`config.mk`:
```
export PLATFORM = sky130hd
export DESIGN_NAME = parity_xor
export DESIGN_NICKNAME = d
export VERILOG_FILES = /design/src/rtl/parity_xor.sv
export SDC_FILE = /design/constraint.sdc
export NUM_CORES = 1
export LEC_CHECK = 0
export CORE_AREA = 3 3 40 42
export DETAILED_ROUTE_END_ITERATION = 12
export DIE_AREA = 0 0 43 45
export GPL_TIMING_DRIVEN = 0
export PLACE_DENSITY = 0.62
export SYNTH_ARGS = -nofsm -noshare
export SYNTH_HDL_FRONTEND = slang
export SYNTH_SLANG_ARGS = --single-unit
```
`constraint.sdc`:
```
create_clock -name vclk -period 1.4
set_input_delay 0.28 -clock vclk [all_inputs]
set_output_delay 0.28 -clock vclk [all_outputs]
set_load 0.02 [all_outputs]
```
`src/rtl/parity_xor.sv`:
```
// Combinational XOR reduction of a data word; shared with the parity generator.
module parity_xor #(
   parameter int unsigned DATA_W = 32
) (
   input  logic [DATA_W-1:0] data,
   output logic              parity
);

   always_comb begin
      parity = ^data;
   end

endmodule

```
==> results.md <==
* Int Pwr at 0.0003029 W
* Met3 wire len at 56 um
* CP Cell Sequence: buf_6, xor2_2, xnor2_1, xnor2_1, xnor2_1, xnor2_2, buf_4
* Hold-fix buffers at CTS at 0
* Worst Setup End Kind: primary output
* Crit path launch type: input pin
* Vias at 306
* Metal1 wirelength at 247 um
* Psw at 0.0002141 W
* Top cells by area, synth: xnor2_1 (90%), xor2_1 (9.7%)
* Status: finished with violations
* Most frequent cell after synthesis: xnor2_1
* Slowest CP cell: xnor2_1
* Comb power frac at 100.0%
* FP Rows at 13
* Yosys cell types at 2
* Worst Path Max Fanout at 1
* Data arrival time of the worst path at 1.35 ns
* Max-slew violations at 0
* Worst Hold Class: in -> out
* Post-Place Worst Slack at -1.089 ns
* Dominant cell type by area after synthesis: xnor2_1
* Initial DRC Count at 0
* Hold depth at 7
* Gr usage total at 7.155%
* # clk buffers at 0
* GRT overflow at 0
* Synth top area share at 90.32%
* Clock Power Share at 0%
* Seq cells at 0
* Antenna cells at 0
* Slowest Stage Delay on Critical Path at 0.23 ns
* Port Buf Inserts at 33
* Worst path bufs/invs at 2
* Mapped Cells at 31
* Post-Syn Area at 271.5 sq um
* Yosys warns at 0
* Antenna violations before repair at 0
* VDD IR max at 0.0004527 V
* Final Hold Fails at 0
* Max Used Layer: met3
* Routed wire length at 649 um
* Net Sw Frac at 41.41%
* Power Density at 808.7 nW/um^2
* Met2 wire len at 344 um
* Layout cell share with drive strength beyond 1 at 75.00%
* Vias in the first global route at 292
* Relative slew slack at 83.82%
* Die area at 1935 sq um
* Crit Path Class: in -> out
* GP Congestion at 0.5564
* Syn avg cell area at 8.758 sq um
* Sequential share of power at 0%
* Sequential element share of the synthesized area at 0%
* Pleak at 0.3050 nW
* Routed WL per cell at 8.215 um
* Die Width at 43 um
* DRC viols at 0
* Top-level I/O count at 33
* Die Height at 45 um
* Syn nets at 63
* Fmax at 0.6126 GHz
* Post-layout min period at 1.632 ns
* Violated checks: negative setup slack
* Setup repair after global routing missed its margin: true
* CP top delay family: XOR/XNOR gates
* Largest net degree at the start of global routing at 2
* CP most frequent cell: xnor2_1
* Final setup vio count at 1
* Post-synth top cells: xnor2_1 (28), xor2_1 (3)
* Area grow syn2layout at 135.5%
* Slew @ Worst Pin at 0.2409 ns
* Vias per cell at 3.873
* Fin nets at 98
* Setup Total Neg Slack at -0.2324 ns
* Ratio of final minimum period to clock period at 116.6%
* Global-route wire length before repair at 1152 um
* Critical Path RT at 1.12 ns
* Worst path depth at 7
* Initial core utilization at 21.13%
* Drt first pass iters at 1
* Final worst slack at -0.2324 ns
* MaxCap Viol Count at 0
* Dpl hpwl at 609.9 um
* Total area of sequential cells at 0 sq um
* Core Region at 1285 sq um
* Hold_ws at 1.316 ns
* Postcts setup bufs at 0
* Routed Antenna Nets at 0
==> power groups by stage <==
stage | registers (W) | clock network, W | logic (W)
floorplan | 0 | 0 | 0.000332
CTS | 0 | 0 | 0.000511
finish | 0 | 0 | 0.000517
global placement | 0 | 0 | 0.000529
detailed placement | 0 | 0 | 0.000531
global route | 0 | 0 | 0.000556
==> repair_timing <==
item / in CTS / in global routing
pin swaps: 31 / 14
gates resized for setup: 130 / 7
hold endpoints to repair: 0 / 0
endpoints found under the setup margin: 1 / 1
==> layer usage <==
layer	track usage [%]	up-vias
met5	0	-
met1	10.10	135
met3	0.7968	0
met4	0	0
li1	-	158
met2	12.57	13
==> path summary, 6_finish.rpt <==
| path | start | end | slack (ns) |
|---|---|---|---|
| worst max-delay path | data[16] | parity | -0.23 |
| worst min-delay path | data[27] | parity | 1.32 |
==> final cells by class <==
class | count | area [sq um]
Timing Repair Buffer | 33 | 236.5
Tap cell | 15 | 18.77
Multi-Input combinational cell | 31 | 384.1
Fill cell | 129 | 645.6
==> cells in the final DEF, fill, tap and decap left out, drive strengths merged <==
cell type and n:
buf 33, xnor2 28, xor2 3
==> stage by stage <==
| step | std cells | util (%) | power, W | area, sq um |
|---|---|---|---|---|
| after detailed placement | 79 | 48.88 | 0.0005306 | 628.1 |
| final | 79 | 49.76 | 0.0005170 | 639.4 |
| after global routing | 79 | 49.76 | 0.0005556 | 639.4 |
| after floorplan | 31 | - | 0.0003316 | 279.0 |
| after CTS | 79 | 46.15 | 0.0005110 | 593.1 |
| after global placement | 79 | 48.88 | 0.0005291 | 628.1 |
==> cell families (layout without fill, tap and decap cells) <==
group / count (synthesis) / count (layout) / share of synthesized area [%]
XOR/XNOR: 31 / 31 / 100.0
buffers and inverters: 0 / 33 / 0
(Power assumes the default switching activity.)
